## src/rtl/cpu_trace_tx_pkg.sv

```systemverilog
// Shared constants, FSM encoding and record byte selection for the CPU trace transmitter.
package cpu_trace_tx_pkg;

    localparam logic [7:0] SYNC_BYTE = 8'hA5;
    localparam int         REC_BYTES = 7;
    localparam int         REC_W     = 48;

    typedef enum logic [1:0] {
        ST_IDLE  = 2'd0,
        ST_START = 2'd1,
        ST_DATA  = 2'd2,
        ST_STOP  = 2'd3
    } tx_state_t;

    // Byte 0 is the sync marker; bytes 1..6 walk the record from its MSB down.
    function automatic logic [7:0] rec_byte(input logic [REC_W-1:0] rec, input logic [2:0] idx);
        logic [REC_W-1:0] sh;
        if (idx == 3'd0) return SYNC_BYTE;
        sh = rec >> (8 * (REC_BYTES - 1 - int'(idx)));
        return sh[7:0];
    endfunction

endpackage

```

## src/rtl/cpu_trace_tx_fifo.sv

```systemverilog
// Synchronous record FIFO; read data is registered on pop (no fall-through).
module trace_fifo #(
    parameter int W     = 48,
    parameter int DEPTH = 4
) (
    input  logic         i_clk,
    input  logic         i_reset,
    input  logic         i_push,
    input  logic [W-1:0] i_wdata,
    input  logic         i_pop,
    output logic [W-1:0] o_rdata,
    output logic         o_empty,
    output logic         o_accept,
    output logic         o_nempty_nxt
);
    localparam int AW = $clog2(DEPTH);
    localparam int CW = AW + 1;

    logic [CW-1:0] r_wp, r_rp;
    logic [W-1:0]  r_mem [DEPTH];
    logic [W-1:0]  r_rdata;
    logic [CW-1:0] w_count, w_count_nxt;
    logic          w_full, w_rd, w_wr;

    assign w_count     = r_wp - r_rp;
    assign o_empty     = (w_count == '0);
    assign w_full      = (w_count == CW'(DEPTH));
    assign w_rd        = i_pop && !o_empty;
    // A pop on the same edge frees a slot, so a push into a full FIFO still lands.
    assign w_wr        = i_push && (!w_full || w_rd);
    assign w_count_nxt = w_count + CW'(w_wr) - CW'(w_rd);
    assign o_accept     = w_wr;
    assign o_nempty_nxt = (w_count_nxt != '0);
    assign o_rdata      = r_rdata;

    always_ff @(posedge i_clk) begin
        if (i_reset) begin
            r_wp    <= '0;
            r_rp    <= '0;
            r_rdata <= '0;
        end else begin
            if (w_wr) r_wp <= r_wp + 1'b1;
            if (w_rd) begin
                r_rp    <= r_rp + 1'b1;
                r_rdata <= r_mem[r_rp[AW-1:0]];
            end
        end
    end

    always_ff @(posedge i_clk) begin
        if (w_wr) r_mem[r_wp[AW-1:0]] <= i_wdata;
    end

endmodule

```

## src/rtl/cpu_trace_tx.sv

```systemverilog
// Captures per-instruction CPU state on a strobe and serialises each record as 7 UART bytes.
module cpu_trace_tx
    import cpu_trace_tx_pkg::*;
#(
    parameter int CLK_DIV    = 16,
    parameter int FIFO_DEPTH = 4
) (
    input  logic       i_clk,
    input  logic       i_reset,
    input  logic       i_trace_strobe,
    input  logic [7:0] i_pc,
    input  logic [7:0] i_instrucao,
    input  logic [7:0] i_reg_a,
    input  logic [7:0] i_reg_b,
    input  logic [7:0] i_alu_result,
    input  logic       i_alu_zero,
    input  logic       i_alu_eq,
    output logic       o_tx,
    output logic       o_busy,
    output logic [7:0] o_drop_cnt
);
    localparam int BW = $clog2(CLK_DIV);

    tx_state_t        r_state, w_state_nxt;
    logic [BW-1:0]    r_baud;
    logic [2:0]       r_bit;
    logic [2:0]       r_byte;
    logic             r_tx, r_busy;
    logic [7:0]       r_drop;
    logic [REC_W-1:0] w_snap, w_hold;
    logic             w_pop, w_empty, w_accept, w_nempty_nxt, w_bit_end;
    logic [7:0]       w_byte;

    assign w_snap = {i_pc, i_instrucao, i_reg_a, i_reg_b, i_alu_result,
                     6'b0, i_alu_zero, i_alu_eq};

    // The FIFO's registered read port doubles as the record holder until the next pop.
    trace_fifo #(.W(REC_W), .DEPTH(FIFO_DEPTH)) u_fifo (
        .i_clk        (i_clk),
        .i_reset      (i_reset),
        .i_push       (i_trace_strobe),
        .i_wdata      (w_snap),
        .i_pop        (w_pop),
        .o_rdata      (w_hold),
        .o_empty      (w_empty),
        .o_accept     (w_accept),
        .o_nempty_nxt (w_nempty_nxt)
    );

    assign w_bit_end = (r_baud == BW'(CLK_DIV - 1));
    assign w_byte    = rec_byte(w_hold, r_byte);

    always_comb begin
        w_state_nxt = r_state;
        w_pop       = 1'b0;
        case (r_state)
            ST_IDLE: if (!w_empty) begin
                w_pop       = 1'b1;
                w_state_nxt = ST_START;
            end
            ST_START: if (w_bit_end) w_state_nxt = ST_DATA;
            ST_DATA:  if (w_bit_end && r_bit == 3'd7) w_state_nxt = ST_STOP;
            ST_STOP:  if (w_bit_end)
                w_state_nxt = (r_byte == 3'(REC_BYTES - 1)) ? ST_IDLE : ST_START;
            default:  w_state_nxt = ST_IDLE;
        endcase
    end

    always_ff @(posedge i_clk) begin
        if (i_reset) r_state <= ST_IDLE;
        else         r_state <= w_state_nxt;
    end

    always_ff @(posedge i_clk) begin
        if (i_reset) begin
            r_baud <= '0;
            r_bit  <= '0;
            r_byte <= '0;
            r_tx   <= 1'b1;
            r_busy <= 1'b0;
            r_drop <= '0;
        end else begin
            if (r_state == ST_IDLE) begin
                r_baud <= '0;
                r_bit  <= '0;
                r_byte <= '0;
            end else begin
                r_baud <= w_bit_end ? '0 : r_baud + 1'b1;
                if (r_state == ST_DATA && w_bit_end) r_bit  <= r_bit + 1'b1;
                if (r_state == ST_STOP && w_bit_end) r_byte <= r_byte + 1'b1;
            end
            // Line output trails the state by one cycle, giving the strobe->start latency of 2.
            case (r_state)
                ST_START: r_tx <= 1'b0;
                ST_DATA:  r_tx <= w_byte[r_bit];
                default:  r_tx <= 1'b1;
            endcase
            r_busy <= w_nempty_nxt || (w_state_nxt != ST_IDLE);
            if (i_trace_strobe && !w_accept && r_drop != 8'hFF) r_drop <= r_drop + 1'b1;
        end
    end

    assign o_tx       = r_tx;
    assign o_busy     = r_busy;
    assign o_drop_cnt = r_drop;

endmodule

```

## config.mk

```make
export PLATFORM = sky130hd
export DESIGN_NAME = cpu_trace_tx
export DESIGN_NICKNAME = d
export VERILOG_FILES = /design/src/rtl/cpu_trace_tx_pkg.sv /design/src/rtl/cpu_trace_tx_fifo.sv /design/src/rtl/cpu_trace_tx.sv
export SDC_FILE = /design/constraint.sdc
export NUM_CORES = 1
export LEC_CHECK = 0
export BUFFER_PORTS_ARGS = -buffer_cell sky130_fd_sc_hd__buf_4
export CAP_MARGIN = 30
export CORE_MARGIN = 1
export CORE_UTILIZATION = 39
export DETAILED_ROUTE_END_ITERATION = 10
export PLACE_DENSITY = 0.51
export SETUP_SLACK_MARGIN = 0.02
export SLEW_MARGIN = 10
export SYNTH_ARGS = -nofsm -noshare
export SYNTH_HDL_FRONTEND = slang
export SYNTH_SLANG_ARGS = --single-unit
```

## constraint.sdc

```tcl
create_clock -name i_clk -period 4.85 [get_ports i_clk]
set_input_delay 0.97 -clock i_clk [delete_from_list [all_inputs] [get_ports i_clk]]
set_output_delay 0.97 -clock i_clk [all_outputs]
set_load 0.02 [all_outputs]
```

==> summary.txt, run 1 <==
Outcome
  – Status: complete, no violations

Synthesis
  – Dominant cells by area after synthesis: sky130_fd_sc_hd__edfxtp_1 54%, sky130_fd_sc_hd__dfxtp_1 15%, sky130_fd_sc_hd__mux4_2 11%, sky130_fd_sc_hd__nand2_1 3.9%, sky130_fd_sc_hd__a21oi_1 2.5%
  – Share of the synthesized area in the top cell type: 53.5%
  – Synthesis Warnings: 0
  – Post-synthesis cell area: 9430 um2
  – Flip-flop cell with the highest count after synthesis: sky130_fd_sc_hd__edfxtp_1
  – Avg Cell Area, Syn: 14.8 um2
  – Net count after synthesis: 698
  – Post-synth EDFFs: 168
  – Sequential share of the synthesized area: 68.4%
  – Count of distinct cell types in the synthesized netlist: 44
  – Syn Inst Count: 636
  – Flop and latch count out of synthesis: 238
  – Dominant cell type by area after synthesis: sky130_fd_sc_hd__edfxtp_1
  – Ys async rst share: 0%

Worst setup path
  – Critical setup path kind: reg -> reg
  – CP cell instances: inv_1, ha_1, fa_1, xnor3_1, or3_1, and2_1, inv_2, ha_1, inv_1, ha_1, fa_1, xor2_1, xnor2_1, nor3_1, a31oi_1
  – Buffer and inverter count on the worst path: 3
  – Required arrival time at the worst endpoint: 5.23 ns
  – Critical path's most frequent cell: sky130_fd_sc_hd__ha_1
  – CP max-delay cell: sky130_fd_sc_hd__or3_1
  – Top fanout value on the critical path: 8
  – Maximum cell stage delay along the critical path: 0.50 ns
  – Critical path data arrival time: 3.98 ns
  – Crit path launch type: register
  – Kind of end point of the critical path: register
  – Cell type group with the largest total delay on the critical path: adder cells

Clocking
  – Number of sinks on the clock net: 238
  – Clock tree root buffer cell: sky130_fd_sc_hd__clkbuf_16
  – CTS Buffer Depth: 3
  – Clock slew seen by the registers of the worst setup and hold paths: 0.06 ns
  – Clock network latency to the later pin of the worst-skew pair: 0.54 ns
  – # H-tree levels: 1
  – Quantity of hold-fixing buffers added after cts: 0
  – TritonCTS buffer count: 26
  – Number of buffers added for setup after CTS: 0
  – Clock tree from TritonCTS: yes
  – Number of resized instances in the post-cts repair step: 0

Power
  – Switching component of the power: 1.87 mW
  – Clk network pwr share: 31.6%
  – Switch share: 29.8%
  – Combinational share of power: 25.6%
  – Internal Power: 4.42 mW
  – Static Leakage: 3.77 nW
  – Share of total power in sequential cells: 42.8%
  – Total power per unit cell area: 569 nW/um2
  – Max VDD drop: 436 uV

Global routing
  – First-pass GRT wire length: 29.8 mm
  – Antenna violations before repair: 0
  – Via count of the first global-routing pass: 5,500
  – Maximum number of pins on one net before global-route repair: 69
  – Global route total overflow: 0
  – GR Util All Layers: 15.6%

Finish
  – Most common cell after layout, fill and taps aside: sky130_fd_sc_hd__edfxtp_1
  – Share of the core filled with cells: 46.9%
  – Ratio of cells with drive above 1 in the final layout: 22.8%
  – Inserted Diodes: 0
  – Register cell area after layout: 6450 um2
  – Area of the multi-input gates: 2780 um2
  – Fillers: 2,104
  – Area overhead of the layout relative to synthesis: 17.3%
  – Post-layout net count: 753
  – Post-Layout Cell Count: 1,030
  – Highest-count cells in the layout ignoring fill and taps: 168 x sky130_fd_sc_hd__edfxtp_1, 98 x sky130_fd_sc_hd__nand2_1, 68 x sky130_fd_sc_hd__dfxtp_1

Place
  – Number of I/O port buffers: 54
  – Post-Place Setup Slack: 1.26 ns
  – Half-perimeter wire length after detailed placement: 11.1 mm
  – Cell Count Post-Placement: 981
  – Final Wtd Congestion: 0.824

Floorplanning
  – Core area: 23,600 um2
  – Vertical extent of the die: 157 um
  – Number of placed I/O pins: 55
  – Area enclosed by the die boundary: 24,800 um2
  – Initial Utilization: 39.9%
  – Die Width: 157 um
  – Placement row count: 56

Timing
  – Unrepaired setup endpoints after global routing: false
  – Count of endpoints failing setup in the final report: 0
  – Worst Setup Slack, final: 1.25 ns
  – Max frequency: 278 MHz
  – Time the final worst path needs with I/O delays and setup: 3.60 ns
  – Setup total negative slack: 0 ns
  – Worst-case clock skew: 0.0205 ns
  – Slew Viols, Final: 0
  – Number of endpoints with negative hold slack in the final report: 0
  – Headroom to the max-slew limit: 38.3%
  – Transition time at the pin with the least slew margin: 0.924 ns
  – Final hold slack: 0.459 ns
  – Period Utilization, post-route: 74.2%

Job
  – Max-capacitance violation count: 0

Drt
  – Length of the first detailed-routing pass in iterations: 4
  – Final ANT Viol Nets: 0
  – Average via count per standard cell: 5.12
  – Routed length per instance: 17.8 um
  – Total vias in the final route: 5,276
  – Detailed-route wire length: 18.3 mm
  – Number of DRC markers after the initial detailed-route iteration: 418
  – DRC violation count after routing: 0

Min path
  – Hold Crit Class: reg -> reg
==> synth_stat cells, types with 3 or more instances <==
| cell | instances |
|---|---|
| sky130_fd_sc_hd__edfxtp_1 | 168 |
| sky130_fd_sc_hd__nand2_1 | 98 |
| sky130_fd_sc_hd__dfxtp_1 | 70 |
| sky130_fd_sc_hd__a21oi_1 | 48 |
| sky130_fd_sc_hd__mux4_2 | 45 |
| sky130_fd_sc_hd__nor2_1 | 35 |
| sky130_fd_sc_hd__clkbuf_1 | 21 |
| sky130_fd_sc_hd__ha_1 | 15 |
| sky130_fd_sc_hd__xnor2_1 | 11 |
| sky130_fd_sc_hd__buf_2 | 10 |
| sky130_fd_sc_hd__inv_1 | 10 |
| sky130_fd_sc_hd__nand3_1 | 8 |
| sky130_fd_sc_hd__xor2_1 | 8 |
| sky130_fd_sc_hd__a221oi_1 | 7 |
| sky130_fd_sc_hd__mux2i_1 | 7 |
| sky130_fd_sc_hd__nand2b_1 | 7 |
| sky130_fd_sc_hd__and3_1 | 6 |
| sky130_fd_sc_hd__nor3_1 | 6 |
| sky130_fd_sc_hd__buf_1 | 5 |
| sky130_fd_sc_hd__o21ai_0 | 5 |
| sky130_fd_sc_hd__a22oi_1 | 4 |
| sky130_fd_sc_hd__a211oi_1 | 3 |
| sky130_fd_sc_hd__a32oi_1 | 3 |
| sky130_fd_sc_hd__inv_2 | 3 |
| sky130_fd_sc_hd__nor2b_1 | 3 |
| sky130_fd_sc_hd__o211ai_1 | 3 |
| sky130_fd_sc_hd__o21ai_1 | 3 |
==> power by group through the flow <==
stage          Sequential [mW]  Clock [mW]  Combinational [mW]
2_1_floorplan             2.67           0                1.22
3_3_place_gp              2.72           0                1.61
3_5_place_dp              2.74           0                1.63
4_1_cts                   2.70        2.04                1.64
5_1_grt                   2.73        2.11                1.83
6_report                  2.69        1.99                1.61
==> layer usage <==
| layer | part of all wire (%) | GRT usage [%] |
|---|---|---|
| met1 | 46 | 21.2 |
| met3 | 3.3 | 2.37 |
| met2 | 48 | 25.9 |
| met5 | 0 | 0 |
| met4 | 2.3 | 4.85 |
==> final timing paths <==
check / startpoint / endpoint / slack, ns / depth (start not counted)
worst max-delay path: u_fifo.r_wp[0] / o_busy / 1.25 / 15
worst min-delay path: u_fifo.o_rdata[37] / u_fifo.o_rdata[37] / 0.46 / 2
worst max register to register: u_fifo.r_wp[0] / o_busy / 1.25 / 15
worst min register to register: u_fifo.o_rdata[37] / u_fifo.o_rdata[37] / 0.46 / 2
==> through the flow <==
step	area [um2]	power (mW)
CTS	11000	6.37
finish	11100	6.29
global route	11100	6.67
global placement	10200	4.33
detailed placement	10200	4.37
floorplan	9430	3.90
==> worst register-to-register path, stage by stage (launching register included) <==
cell                      delay (ns)
sky130_fd_sc_hd__dfxtp_1        0.39
sky130_fd_sc_hd__inv_1          0.11
sky130_fd_sc_hd__ha_1           0.20
sky130_fd_sc_hd__fa_1           0.41
sky130_fd_sc_hd__xnor3_1        0.24
sky130_fd_sc_hd__or3_1          0.50
sky130_fd_sc_hd__and2_1         0.27
sky130_fd_sc_hd__inv_2          0.07
sky130_fd_sc_hd__ha_1           0.13
sky130_fd_sc_hd__inv_1          0.04
sky130_fd_sc_hd__ha_1           0.18
sky130_fd_sc_hd__fa_1           0.37
sky130_fd_sc_hd__xor2_1         0.16
sky130_fd_sc_hd__xnor2_1        0.13
sky130_fd_sc_hd__nor3_1         0.15
sky130_fd_sc_hd__a31oi_1        0.11
==> area by class of cell <==
| class | instances | share of cell area (%) |
|---|---|---|
| sequential | 238 | 58.3 |
| multi-input combinational | 348 | 25.2 |
| clock buffer | 29 | 5.98 |
| timing repair buffer | 64 | 4.52 |
| tap | 319 | 3.61 |
| clock inverter | 19 | 1.99 |
| inverter | 13 | 0.441 |
==> cell families (layout without fill, tap and decap cells) <==
kind of cell	after synthesis	after routing	share of synthesized area, %
AO/OA/AOI/OAI	85	85	5.43
XOR/XNOR	20	20	2.00
multiplexers	55	55	11.8
AND/OR/NAND/NOR	171	171	7.74
adder cells (fa/ha/maj)	17	17	2.42
flip-flops	238	238	68.4
buffers and inverters	50	125	2.20
==> registers in the layout, indices dropped and copies added (netlist names) <==
register	count
o_tx	1
u_fifo.r_rp	3
r_baud	4
o_busy	1
u_fifo.r_mem	168
r_state	2
u_fifo.o_rdata	42
r_bit	3
r_byte	3
u_fifo.r_wp	3
o_drop_cnt	8
(Power assumes the default switching activity.)
==> inputs of run 2 (changes only) <==
- PLACE_DENSITY: 0.51 -> 0.53
- clock period: 4.85 -> 3.2 ns (I/O delays scaled with it)
==> run 2 against run 1 <==
Against the previous run: critical path depth unchanged; via count down 0.23%; combinational power grew 60%.
==> summary.txt, run 2 (same netlist as run 1, synthesis figures left out) <==
Worst setup path
  – Worst setup slack for register-to-register paths: 0.1 ns
  – Required arrival time at the worst endpoint: 3.57 ns
  – Critical setup path kind: reg -> reg
  – Critical path data arrival time: 3.47 ns
  – Kind of end point of the critical path: register
  – Crit Reg-Reg Endpoint: o_busy
  – Path depth of the worst reg2reg path: 15
  – Worst flop-to-flop path startpoint: u_fifo.r_wp[0]
  – Crit path launch type: register
  – Top fanout value on the critical path: 3

Power
  – Total power per unit cell area: 853 nW/um2
  – Combinational share of power: 27.2%
  – Clk network pwr share: 30.0%
  – Switching component of the power: 2.82 mW
  – Max VDD drop: 696 uV
  – Share of total power in sequential cells: 42.8%
  – Internal Power: 6.66 mW
  – Static Leakage: 3.79 nW
  – Switch share: 29.8%

Drt
  – Number of DRC markers after the initial detailed-route iteration: 343
  – Total vias in the final route: 5,264
  – Routed length per instance: 17.4 um
  – DRC violation count after routing: 0
  – Final ANT Viol Nets: 0
  – Detailed-route wire length: 18.0 mm
  – Average via count per standard cell: 5.08
  – Length of the first detailed-routing pass in iterations: 4

Place
  – Post-Place Setup Slack: -0.0368 ns
  – Post-Place Cell Area: 10,200 um2
  – Number of I/O port buffers: 54
  – Final Wtd Congestion: 0.828
  – Half-perimeter wire length after detailed placement: 11.0 mm

Floorplanning
  – Initial Utilization: 39.9%
  – Area enclosed by the die boundary: 24,800 um2
  – Die Width: 157 um
  – Vertical extent of the die: 157 um
  – Number of placed I/O pins: 55
  – Placement row count: 56
  – Core area: 23,600 um2

Timing
  – Worst-case clock skew: 0.0111 ns
  – Time the final worst path needs with I/O delays and setup: 3.10 ns
  – Count of endpoints failing setup in the final report: 0
  – Max frequency: 322 MHz
  – Period Utilization, post-route: 96.9%
  – Headroom to the max-slew limit: 52.3%
  – Worst Setup Slack, final: 0.0978 ns
  – Number of endpoints with negative hold slack in the final report: 0
  – Unrepaired setup endpoints after global routing: true
  – Slew Viols, Final: 0
  – Transition time at the pin with the least slew margin: 0.715 ns

Clocking
  – Clock tree root buffer cell: sky130_fd_sc_hd__clkbuf_16
  – Clock slew seen by the registers of the worst setup and hold paths: 0.06 ns
  – Number of sinks on the clock net: 238
  – # H-tree levels: 1
  – CTS Buffer Depth: 3
  – Clock network latency to the later pin of the worst-skew pair: 0.52 ns
  – TritonCTS buffer count: 25
  – Clock tree from TritonCTS: yes
  – Quantity of hold-fixing buffers added after cts: 0

Finish
  – Area overhead of the layout relative to synthesis: 18.0%
  – Most common cell after layout, fill and taps aside: sky130_fd_sc_hd__edfxtp_1
  – Share of the core filled with cells: 47.1%
  – Post-layout net count: 761
  – Area of the multi-input gates: 2810 um2
  – Register cell area after layout: 6450 um2
  – Highest-count cells in the layout ignoring fill and taps: 168 x sky130_fd_sc_hd__edfxtp_1, 97 x sky130_fd_sc_hd__nand2_1, 69 x sky130_fd_sc_hd__buf_4
  – Fillers: 2,093
  – Inserted Diodes: 0
  – Post-Layout Inst Area: 11,100 um2
  – Number of flip-flops in the largest register: 168
  – Ratio of cells with drive above 1 in the final layout: 24.4%

Min path
  – Worst hold path stage count: 1
  – Worst hold path endpoint: u_fifo.r_mem[2][41]
  – Hold Crit Class: in -> reg
  – HP Start: i_pc[7]

Global routing
  – GR Util All Layers: 15.5%
  – Global route total overflow: 0
  – Antenna violations before repair: 0
  – First-pass GRT wire length: 29.4 mm
  – Maximum number of pins on one net before global-route repair: 69
  – Via count of the first global-routing pass: 5,528

Job
  – Max-capacitance violation count: 0

Outcome
  – Status: complete, no violations
==> run 2: area by class of cell <==
cell class | instances | share of cell area (%)
Clock inverter | 14 | 1.34
Timing Repair Buffer | 73 | 5.44
Multi-Input combinational cell | 348 | 25.3
Inverter | 13 | 0.439
Clock buffer | 32 | 5.95
Tap cell | 319 | 3.59
Sequential cell | 238 | 58.0
==> run 2: worst max path at each step <==
stage,from,endpoint,slack (ns),cells past startpoint
floorplan,u_fifo.r_wp[0],o_busy,0.03,16
global placement,u_fifo.r_wp[0],o_busy,0.08,15
detailed placement,u_fifo.r_wp[0],o_busy,-0.04,15
CTS,u_fifo.r_wp[0],o_busy,0.03,15
global route,u_fifo.r_wp[0],o_busy,0.006,15
finish,u_fifo.r_wp[0],o_busy,0.1,15
==> run 2: critical path: stages (launching register included) <==
cell	delay, ns
sky130_fd_sc_hd__dfxtp_2	0.34
sky130_fd_sc_hd__inv_2	0.05
sky130_fd_sc_hd__ha_2	0.17
sky130_fd_sc_hd__fa_2	0.56
sky130_fd_sc_hd__nand2_2	0.05
sky130_fd_sc_hd__or3_4	0.37
sky130_fd_sc_hd__and2_4	0.15
sky130_fd_sc_hd__inv_2	0.04
sky130_fd_sc_hd__ha_1	0.12
sky130_fd_sc_hd__inv_1	0.04
sky130_fd_sc_hd__ha_2	0.17
sky130_fd_sc_hd__fa_2	0.33
sky130_fd_sc_hd__xor2_1	0.16
sky130_fd_sc_hd__xnor2_1	0.12
sky130_fd_sc_hd__nor3_1	0.16
sky130_fd_sc_hd__a31oi_1	0.12
==> run 2: per-layer routing <==
metal	wire length [um]	global-route usage, %
met1	8190	20.3
met3	674	2.29
met4	448	4.95
met5	0	0
met2	8740	26.5
==> run 2: metrics by stage <==
stage          setup TNS [ns]  std cells  hold WS (ns)  power [mW]
6_report                    0       1037         0.315        9.49
5_1_grt                     0       1037         0.299        10.0
4_1_cts                     0       1035         0.292        9.61
3_5_place_dp          -0.0368        986         0.439        6.69
3_3_place_gp                0        986         0.423        6.63
2_1_floorplan               0        636         0.418        5.95
==> run 2: power by group through the flow <==
stage	Combinational (mW)	Sequential, mW	Clock [mW]
after floorplan	1.90	4.05	0
after global placement	2.52	4.11	0
after detailed placement	2.56	4.13	0
after CTS	2.62	4.07	2.92
after global routing	2.88	4.12	3.05
final	2.58	4.06	2.84
==> run 2: timing repair <==
item / 4_1_cts / 5_1_grt
pin swaps: 5 / 4
buffers inserted: 3 / 1
setup endpoints to repair: 1 / 1
gates resized for setup: 2 / 1
